`src/rtl/led_pattern_seq_pkg.sv`:
```
// Shared state type, PWM width and port-width helpers for the LED pattern sequencer.
package led_pattern_seq_pkg;

  typedef enum logic {
    IDLE = 1'b0,
    RUN  = 1'b1
  } state_e;

  localparam int PWM_W = 8;

  function automatic int clog2_min1(input int value);
    int w;
    w = $clog2(value);
    return (w < 1) ? 1 : w;
  endfunction

  // One code above the last channel is kept addressable so stray writes can be seen and dropped.
  function automatic int ch_width(input int num_ch);
    return clog2_min1(num_ch + 1);
  endfunction

  // Must hold PAT_LEN itself plus larger requests that get clamped.
  function automatic int len_width(input int pat_len);
    return clog2_min1(pat_len + 1);
  endfunction

endpackage

```
`src/rtl/led_seq_prescaler.sv`:
```
// Step-rate prescaler: counts 0..div and flags the terminal count as a tick.
module led_seq_prescaler
  import led_pattern_seq_pkg::*;
#(
  parameter int DIV_W = 24
) (
  input  logic             clk_16mhz,
  input  logic             rst_n,
  input  logic             clear,
  input  logic [DIV_W-1:0] div,
  output logic             tick
);

  logic [DIV_W-1:0] cnt_q;
  logic [DIV_W-1:0] cnt_d;

  assign tick = (cnt_q == div);

  always_comb begin
    cnt_d = cnt_q + DIV_W'(1);
    if (clear || tick) begin
      cnt_d = '0;
    end
  end

  always_ff @(posedge clk_16mhz or negedge rst_n) begin
    if (!rst_n) begin
      cnt_q <= '0;
    end else begin
      cnt_q <= cnt_d;
    end
  end

endmodule

```
`src/rtl/led_pattern_seq.sv`:
```
// LED pattern sequencer: per-channel bit patterns stepped at a programmable rate.
// Optional PWM dimming (adds the bright port) is enabled by defining LED_PATTERN_SEQ_PWM_EN.
module led_pattern_seq
  import led_pattern_seq_pkg::*;
#(
  parameter int NUM_CH  = 4,
  parameter int PAT_LEN = 32,
  parameter int DIV_W   = 24
) (
  input  logic                          clk_16mhz,
  input  logic                          rst_n,
  input  logic                          cfg_valid,
  output logic                          cfg_ready,
  input  logic [ch_width(NUM_CH)-1:0]   cfg_ch,
  input  logic [PAT_LEN-1:0]            cfg_pattern,
  input  logic [DIV_W-1:0]              div,
  input  logic [len_width(PAT_LEN)-1:0] len,
  input  logic                          one_shot,
  input  logic                          start,
  input  logic                          stop,
  output logic                          busy,
  output logic                          done,
  output logic [NUM_CH-1:0]             led,
`ifdef LED_PATTERN_SEQ_PWM_EN
  input  logic [PWM_W-1:0]              bright,
`endif
  output logic                          usb_pullup
);

  localparam int CH_W  = ch_width(NUM_CH);
  localparam int LEN_W = len_width(PAT_LEN);
  localparam int IDX_W = clog2_min1(PAT_LEN);

  state_e             state_q, state_d;
  logic [IDX_W-1:0]   idx_q, idx_d;
  logic [IDX_W-1:0]   last_q, last_d;
  logic [DIV_W-1:0]   div_q, div_d;
  logic               one_shot_q, one_shot_d;
  logic               done_q, done_d;
  logic [PAT_LEN-1:0] pattern_q [NUM_CH];
  logic [LEN_W-1:0]   len_eff;
  logic               clear;
  logic               tick;
  logic [NUM_CH-1:0]  led_raw;

  assign usb_pullup = 1'b0;
  assign busy       = (state_q == RUN);
  assign cfg_ready  = ~busy;
  assign done       = done_q;

  led_seq_prescaler #(
    .DIV_W(DIV_W)
  ) u_prescaler (
    .clk_16mhz(clk_16mhz),
    .rst_n    (rst_n),
    .clear    (clear),
    .div      (div_q),
    .tick     (tick)
  );

  // A length of zero, or anything past the stored pattern, means a full-length pass.
  always_comb begin
    len_eff = len;
    if ((len == '0) || (len > LEN_W'(PAT_LEN))) begin
      len_eff = LEN_W'(PAT_LEN);
    end
  end

  always_comb begin
    state_d    = state_q;
    idx_d      = idx_q;
    last_d     = last_q;
    div_d      = div_q;
    one_shot_d = one_shot_q;
    done_d     = 1'b0;
    clear      = 1'b0;
    case (state_q)
      IDLE: begin
        clear = 1'b1;
        if (start && !stop) begin
          state_d    = RUN;
          idx_d      = '0;
          last_d     = IDX_W'(len_eff - LEN_W'(1));
          div_d      = div;
          one_shot_d = one_shot;
        end
      end
      RUN: begin
        if (stop) begin
          state_d = IDLE;
          idx_d   = '0;
          clear   = 1'b1;
        end else if (tick) begin
          if (idx_q == last_q) begin
            idx_d = '0;
            if (one_shot_q) begin
              state_d = IDLE;
              done_d  = 1'b1;
            end
          end else begin
            idx_d = idx_q + IDX_W'(1);
          end
        end
      end
      default: begin
        state_d = IDLE;
      end
    endcase
  end

  always_ff @(posedge clk_16mhz or negedge rst_n) begin
    if (!rst_n) begin
      state_q    <= IDLE;
      idx_q      <= '0;
      last_q     <= '0;
      div_q      <= '0;
      one_shot_q <= 1'b0;
      done_q     <= 1'b0;
    end else begin
      state_q    <= state_d;
      idx_q      <= idx_d;
      last_q     <= last_d;
      div_q      <= div_d;
      one_shot_q <= one_shot_d;
      done_q     <= done_d;
    end
  end

  // Writes to channels that do not exist match no slot and simply vanish.
  always_ff @(posedge clk_16mhz or negedge rst_n) begin
    if (!rst_n) begin
      for (int c = 0; c < NUM_CH; c++) begin
        pattern_q[c] <= '0;
      end
    end else if (cfg_valid && cfg_ready) begin
      for (int c = 0; c < NUM_CH; c++) begin
        if (cfg_ch == CH_W'(c)) begin
          pattern_q[c] <= cfg_pattern;
        end
      end
    end
  end

  always_comb begin
    led_raw = '0;
    if (state_q == RUN) begin
      for (int c = 0; c < NUM_CH; c++) begin
        led_raw[c] = pattern_q[c][idx_q];
      end
    end
  end

`ifdef LED_PATTERN_SEQ_PWM_EN
  logic [PWM_W-1:0] pwm_q;

  always_ff @(posedge clk_16mhz or negedge rst_n) begin
    if (!rst_n) begin
      pwm_q <= '0;
    end else begin
      pwm_q <= pwm_q + PWM_W'(1);
    end
  end

  assign led = led_raw & {NUM_CH{pwm_q < bright}};
`else
  assign led = led_raw;
`endif

endmodule
```
`config.mk`:
```
export PLATFORM = sky130hd
export DESIGN_NAME = led_pattern_seq
export DESIGN_NICKNAME = d
export VERILOG_FILES = /design/src/rtl/led_pattern_seq_pkg.sv /design/src/rtl/led_seq_prescaler.sv /design/src/rtl/led_pattern_seq.sv
export SDC_FILE = /design/constraint.sdc
export NUM_CORES = 1
export LEC_CHECK = 0
export BUFFER_PORTS_ARGS = -buffer_cell sky130_fd_sc_hd__buf_2
export CAP_MARGIN = 0
export CORE_ASPECT_RATIO = 0.5
export CORE_MARGIN = 5
export CORE_UTILIZATION = 35
export CTS_BUF_LIST = sky130_fd_sc_hd__clkbuf_8
export CTS_CLUSTER_DIAMETER = 150
export CTS_CLUSTER_SIZE = 24
export DETAILED_ROUTE_END_ITERATION = 12
export GPL_TIMING_DRIVEN = 0
export PLACE_DENSITY = 0.58
export SLEW_MARGIN = 25
export SYNTH_ARGS = -nofsm -noshare
export SYNTH_HDL_FRONTEND = slang
export SYNTH_HIERARCHICAL = 1
export SYNTH_SLANG_ARGS = --single-unit
```
`constraint.sdc`:
```
create_clock -name clk_16mhz -period 4.46 [get_ports clk_16mhz]
set_clock_uncertainty 0.15 [all_clocks]
set_input_delay 1.115 -clock clk_16mhz [delete_from_list [all_inputs] [get_ports clk_16mhz]]
set_output_delay 1.115 -clock clk_16mhz [all_outputs]
set_load 0.01 [all_outputs]
```
Word level (Yosys, flattened, before mapping)
Cells that the tools add are included.
{"block": "classes", "n_addsub": 3, "magnitude_cmp": 2, "eq_ne": 7, "mux": 29, "bitwise": 1, "n_reduce_logical": 13}
{"op": "5-bit 2-to-1 mux", "n": 5}
{"op": "24-bit by 1-bit adder with 24-bit output, second input constant", "n": 1}
{"op": "24-bit == test", "n": 1}
{"op": "24-bit 2-to-1 mux", "n": 1}
{"op": "1-bit binary-select mux with 5-bit select", "n": 4}
{"op": "1-bit 2-to-1 mux", "n": 15}
{"op": "2-bit AND reduction", "n": 6}
{"op": "5-bit one-hot mux with 2 select lines", "n": 1}
{"op": "3-bit by 2-bit == test with 1-bit output, second input constant", "n": 2}
{"op": "6-bit > comparator, second input constant", "n": 1}
{"op": "6-bit logical NOT", "n": 1}
{"op": "5-bit by 6-bit less-than comparator with 1-bit output, second input constant", "n": 1}
{"op": "5-bit by 1-bit adder with 5-bit output, second input constant", "n": 1}
{"op": "5-bit == test", "n": 1}
{"op": "5-bit by 1-bit subtractor with 5-bit output, second input constant", "n": 1}
{"op": "4-bit 2-to-1 mux", "n": 1}
{"op": "1-bit one-hot mux with 2 select lines", "n": 2}
{"op": "3-bit by 1-bit == test with 1-bit output, second input constant", "n": 1}
{"op": "3-bit logical NOT", "n": 1}
{"op": "3-bit by 2-bit != test with 1-bit output, second input constant", "n": 1}
{"op": "1-bit logical AND", "n": 2}
{"op": "1-bit logical OR", "n": 2}
{"op": "2-bit by 1-bit != test with 1-bit output, second input constant", "n": 1}
{"op": "1-bit logical NOT", "n": 1}
{"op": "1-bit inverter", "n": 1}
{"block": "word_totals", "ff_bits": 189, "input_bits": 71, "out_inout_bits": 8, "wordCells": 66}

Longest topological paths before layout
Gate-level depths: netlist of run 1.
{"block": "depth", "word_depth": 5, "ltp_mapped": 10, "mapped_depth_nobuf": 9}

Modules after synthesis
Netlist of run 1, hierarchy kept.
{"mod": "led_pattern_seq", "instances": 1, "cells_each": 534, "area_each_um2": 7494.7, "seq_area_each_um2": 4129.0}
{"mod": "led_seq_prescaler", "instances": 1, "cells_each": 150, "area_each_um2": 1446.4, "seq_area_each_um2": 600.6}

Worst setup path before layout of run 1
No wires, ideal clock.
{"block": "synth_path", "path_kind": "flip-flop to output port", "from": "reg idx_q[1]", "to": "out led[3]", "arrival_time_ps": 1664, "required_ps": 3195, "slack_ps": 1531, "stages_incl_launch_ff": 8, "n_path_buf": 3, "cell_sequence": "dfrtp_1 > buf_6 > buf_6 > buf_2 > mux4_2 > mux2_2 > o221ai_1 > a21oi_1"}
{"block": "synth_via", "elab_chain_len": 3}
{"element": "start, declared", "line": "led_pattern_seq.sv:35", "source": "logic [IDX_W-1:0] idx_q, idx_d;"}
{"element": "start signal, assigned", "line": "led_pattern_seq.sv:121", "source": "idx_q <= idx_d;"}
{"element": "1-bit binary-select mux with 5-bit select", "line": "led_pattern_seq.sv:148", "source": "led_raw[c] = pattern_q[c][idx_q];"}
{"element": "1-bit 2-to-1 mux (not written as such)", "line": "led_pattern_seq.sv:148"}
{"element": "4-bit 2-to-1 mux", "line": "led_pattern_seq.sv:146", "source": "if (state_q == RUN) begin"}
{"element": "end, declared", "line": "led_pattern_seq.sv:23", "source": "output logic [NUM_CH-1:0] led,"}
Every way passes these cells. The select of a mux whose other input is x is not followed.

Worst setup path after layout of run 1
{"block": "layout_path", "from": "reg idx_q[2]", "to": "out led[2]"}
The elaborated chain is that of the path after synthesis.

==> metrics.txt, run 1 <==
Cells after DPL=1107; pre-CTS WS=slightly below 800 ps; CP Launch Type=register; Post-DRT Antenna Nets=0; CP Buf/Inv Count=3; Yosys reg bits=189; Die Wd=roughly 240 µm; type of destination of the critical path=output pin; commonest cells after routing, fill and taps aside=dfrtp_1 (189), mux2_2 (134), nand2_1 (100), buf_2 (90), nor2_1 (38); DR iter-0 viols=382; WP data required=about 3200 ps; pin count of the biggest net entering global routing=75; commonest non-fill, non-tap cell in the layout=dfrtp_1; RSZ-0062 raised after global routing=false; CP Cell Sequence=clkbuf_1 -> buf_2 -> mux4_2 -> mux2i_1 -> nor2_1 -> a221oi_1 -> a21oi_1 -> buf_2; fin crit period=4127 ps; Final Hold Vio Count=0; total gr overflow=0; TritonCTS buffer count=17; Mean Syn Cell Area=13.07 µm²; YS warnings=6; PwrDens=410.8 nW/µm²; worst min path class=in -> async; Crit Path Max Fanout=10; initial antenna violation count=1; library cells used by synthesis=44; fin util=40.68%; CTS clk-pin slew, worst paths=between 100 and 150 ps; Starting Density=approximately 35%; Post-CTS Setup Inserts=0; CTS tree=built; Crit path max-delay family=buffers and inverters; P&R area growth vs syn=14.60%; CTS H-tree depth=4; vias in the first global route=a little under 6000; FMAX=242.3 MHz; FF-to-FF path depth=9; final setup violation count=0; most used flip-flop cell after synthesis=dfrtp_1; drt drc=0; setup TNS=0 ps; fin cells=1140; Mapped Cells=684; Total Routing Usage GR=14.23%; Vert. Die Dim=roughly 120 µm; Async S/R FF share, synth=100.0%; max_cap viols=0; Worst Tran Pin Value=702.0 ps; FF-to-FF Start=u_prescaler/cnt_q[18]; gpl congestion=around 0.81; Final Max Slew Viols=0; root buf cell=clkbuf_8; Bufs on Longest Clock Path=2; mapped cell area=8941 µm²; sequential fraction of the synthesis area=52.90%; Hold Buf Count CTS=0; Rows=41; IO Port Bufs=77; Fillers=~2400; Most common cell on crit path=buf_2; DR WL/cell=17.58 µm; routed vias=between 5000 and 6000; Core ar.=25190 µm²; length of the first detailed-routing pass in iterations=4; CP Data Arrival Time=approximately 2900 ps; outcome=finished, final reports clean; drt total wl=20040 µm; DIE AREA=29040 µm²; dpl cell area=9822 µm²; post-route cell area=10250 µm²; DR vias/cell=4.872; CP max stage delay=380 ps; Leakage=0.004552 µW; CTS sink count=~190; FF-to-FF End=idx_q[4]; Critical-path top delay cell=a221oi_1; Setup Crit Path Kind=reg -> out; Reg2Reg Setup Slack=1470 ps; EDFF count, synth=0; nets=roughly 860; setup ws final=332.7 ps; syn nets=758; first-pass GRT wire length=~32000 µm; layout cells sized above 1=between 30 and 40%; Worst IR Drop VDD=193.7 µV; Top Ports=79; Slew Limit Headroom=52.81%; clk_lat worst skew=480 ps; DP Wirelength=14680 µm; Final Cycle Share=92.54%; CTS resizes=0
==> cell families after synthesis <==
| kind of cell | synth area share, % |
|---|---|
| flip-flops | 52.90 |
| other | 0.04194 |
| XOR/XNOR | 5.192 |
| adder cells (fa/ha/maj) | 0.4199 |
| multiplexers | 26.18 |
| AND/OR/NAND/NOR | 9.698 |
| AO/OA/AOI/OAI | 2.617 |
| buffers and inverters | 2.953 |
==> cells in the mapped netlist, drive strengths merged, types with 6 or more instances <==
cell	number	share of area [%]
a21oi	7	0.39
and4	6	0.59
buf	26	2.2
clkbuf	11	0.48
dfrtp	189	53
inv	6	0.25
mux2	136	17
mux4	32	8.6
nand2	100	4.2
nand3	10	0.56
nand4	6	0.42
nor2	39	1.7
nor3	9	0.50
xnor2	20	2.0
xor2	33	3.2
==> how the worst max path moves through the flow <==
stage | start | end | slack, ps | depth (start not counted)
after floorplan | idx_q[1] | led[3] | 1530 | 7
after global placement | rst_n | div_q[19] | -1020 | 1
after detailed placement | idx_q[2] | led[2] | 800 | 8
after CTS | idx_q[2] | led[2] | 250 | 8
after global routing | idx_q[2] | led[2] | 210 | 8
final | idx_q[2] | led[2] | 330 | 8
==> per-stage QoR <==
| step | hold slack (ps) | total power [µW] |
|---|---|---|
| finish | 358.2 | 4209 |
| global placement | 311.2 | 3036 |
| CTS | 343.9 | 4249 |
| global route | 361.0 | 4435 |
| floorplan | 288.2 | 2798 |
| detailed placement | 318.7 | 3082 |
==> metal layers <==
metal	wire (µm)	track usage [%]
met5	13	0
met1	9354	19.18
met3	528	2.652
met4	235	4.348
met2	9909	23.76
==> registers in the layout, summed over array words and instances (netlist names) <==
| name | flops |
|---|---|
| pattern_q | 128 |
| div_q | 24 |
| u_prescaler/cnt_q | 24 |
| idx_q | 5 |
| last_q | 5 |
| busy | 1 |
| done | 1 |
| one_shot_q | 1 |
==> layout make-up <==
cell class / instances / area, µm² / share of cell area [%]
timing repair buffer: 79 / 450.4 / 4.396
tap: 344 / 430.4 / 4.201
antenna: 1 / 2.502 / 0.02442
clock buffer: 17 / 234.0 / 2.284
inverter: 6 / 22.52 / 0.2198
buffer: 37 / 241.5 / 2.357
sequential: 189 / 4730 / 46.16
multi-input combinational: 452 / 3954 / 38.59
clock inverter: 15 / 181.4 / 1.771
==> power breakdown <==
group	switching, µW	internal (µW)	leakage, µW
sequential	195	2080	0.00235
clock	734	435	0.000207
combinational	313	454	0.00199
total	1240	2970	0.00455
Power figures use the tool's default switching activity.
==> inputs of run 2 (changes only) <==
--- a/config.mk
+++ b/config.mk
@@ -8,14 +8,14 @@
 export BUFFER_PORTS_ARGS = -buffer_cell sky130_fd_sc_hd__buf_2
 export CAP_MARGIN = 0
 export CORE_ASPECT_RATIO = 0.5
-export CORE_MARGIN = 5
+export CORE_MARGIN = 4
 export CORE_UTILIZATION = 35
 export CTS_BUF_LIST = sky130_fd_sc_hd__clkbuf_8
 export CTS_CLUSTER_DIAMETER = 150
 export CTS_CLUSTER_SIZE = 24
 export DETAILED_ROUTE_END_ITERATION = 12
 export GPL_TIMING_DRIVEN = 0
-export PLACE_DENSITY = 0.58
+export PLACE_DENSITY = 0.62
 export SLEW_MARGIN = 25
 export SYNTH_ARGS = -nofsm -noshare
 export SYNTH_HDL_FRONTEND = slang
==> metrics.txt, run 2 (synthesis results as in run 1) <==
Leakage=0.004552 µW (about the same); routed vias=5598 (+0.79%); first-pass GRT wire length=32020 µm (-0.66%); pin count of the biggest net entering global routing=93 (+24%); worst min path class=in -> async; Crit Path Max Fanout=10 (unchanged); Final Hold Vio Count=0 (unchanged); clk_lat worst skew=480 ps (about the same); CTS clk-pin slew, worst paths=100 ps (-20 ps); Hold Buf Count CTS=0 (unchanged); CP Data Arrival Time=2730 ps (-130 ps); Bufs on Longest Clock Path=2 (unchanged); CTS sink count=189 (unchanged); DR vias/cell=4.911 (+0.79%); nets=856 (unchanged); CTS tree=built; final setup violation count=0 (unchanged); TritonCTS buffer count=17 (unchanged); dpl cell area=9822 µm² (unchanged); Vert. Die Dim=121.0 µm (-1.6%); setup TNS=0 ps (unchanged); fin cells=1140 (unchanged); Setup Crit Path Kind=reg -> out; fin crit period=3998 ps (-129.0 ps); Cells after DPL=1107 (unchanged); vias in the first global route=5713 (-1.1%); layout cells sized above 1=37.48% (unchanged); max_cap viols=0 (unchanged); outcome=finished, final reports clean; FF-to-FF Start=u_prescaler/cnt_q[18]; Worst IR Drop VDD=206.2 µV (+6.5%); PwrDens=409.8 nW/µm² (-0.24%); DR WL/cell=17.21 µm (-2.1%); Slew Limit Headroom=51.39% (-1.4 points); Core ar.=25190 µm² (unchanged); CP Launch Type=register; post-route cell area=10240 µm² (about the same); FF-to-FF path depth=9 (unchanged); Largest register FFs=128 (unchanged); drt drc=0 (unchanged); Die Wd=234.0 µm (-0.85%); Rows=41 (unchanged); Worst Tran Pin Value=723.2 ps (+21.13 ps); WP data required=3190 ps (about the same); commonest non-fill, non-tap cell in the layout=dfrtp_1; setup ws final=461.7 ps (+129.0 ps); gpl congestion=0.8292 (+2.8%); Final Max Slew Viols=0 (unchanged); pre-CTS WS=940.9 ps (+145.5 ps); root buf cell=clkbuf_8; length of the first detailed-routing pass in iterations=4 (unchanged); drt total wl=19620 µm (-2.1%); Top Ports=79 (unchanged); Post-CTS Setup Inserts=0 (unchanged); DR iter-0 viols=354 (-7.3%); Final Cycle Share=89.65% (-2.9 points); type of destination of the critical path=output pin; Largest regs=pattern_q x128, div_q x24, u_prescaler/cnt_q x24; RSZ-0062 raised after global routing=false; DP Wirelength=14410 µm (-1.8%); CTS H-tree depth=4 (unchanged); Reg2Reg Setup Slack=1440 ps (-30 ps); Starting Density=35.50% (unchanged); P&R area growth vs syn=14.57% (about the same); commonest cells after routing, fill and taps aside=dfrtp_1 (189), mux2_2 (134), nand2_1 (100), buf_2 (90), nor2_1 (38); DIE AREA=28320 µm² (-2.5%); initial antenna violation count=1 (unchanged); FMAX=250.1 MHz (+3.2%); most flop-heavy register=pattern_q; FF-to-FF End=idx_q[4]; IO Port Bufs=77 (unchanged); Post-DRT Antenna Nets=0 (unchanged); Total Routing Usage GR=14.61% (+0.38 points); total gr overflow=0 (unchanged); CTS resizes=0 (unchanged)
[run 2: cell counts in the layout (fill, tap and decap cells not counted)]
No cell type changed its count.
[run 2: worst max-delay path by stage]
stage	start	to	slack [ps]	cells after the start
floorplan	idx_q[1]	led[3]	1530	7
global placement	rst_n	pattern_q[20]	-940	1
detailed placement	idx_q[2]	led[2]	940	8
CTS	idx_q[2]	led[2]	400	8
global route	idx_q[2]	led[2]	250	8
finish	idx_q[2]	led[2]	460	8
[run 2: worst max-delay path, cell delays in order (launching register included)]
cell,delay [ps]
dfrtp_1,330
clkbuf_1,270
buf_2,360
mux4_2,370
mux2i_1,220
nor2_1,60
a221oi_1,330
a21oi_1,150
buf_2,160
[run 2: layer usage]
layer	GRT usage (%)	wire, µm
met5	0	13
met4	4.225	271
met3	3.424	754
met2	23.66	9571
met1	19.74	9004
[run 2: final cells by class]
class,instances,area (µm²)
Buffer,37,241.5
Clock buffer,17,234.0
Antenna cell,1,2.502
Sequential cell,189,4730
Tap cell,344,430.4
Fill cell,2352,14940
Multi-Input combinational cell,452,3954
Timing Repair Buffer,79,450.4
Inverter,6,22.52
Clock inverter,15,178.9
[run 2: stage by stage]
step | hold WS, ps | total power [µW] | util (%)
CTS | 287.2 | 4238 | 40.63
detailed placement | 325.8 | 3082 | 38.99
finish | 312.0 | 4198 | 40.67
floorplan | 288.2 | 2798 | -
global placement | 308.8 | 3029 | 38.74
global route | 284.1 | 4445 | 40.66
[run 2: power by group]
| part | total [µW] | leakage, µW | internal (µW) | switching (µW) |
|---|---|---|---|---|
| Sequential | 2270 | 0.00235 | 2080 | 195 |
| Clock | 1160 | 0.000208 | 433 | 727 |
| Combinational | 765 | 0.00199 | 454 | 311 |
| Total | 4200 | 0.00455 | 2960 | 1230 |
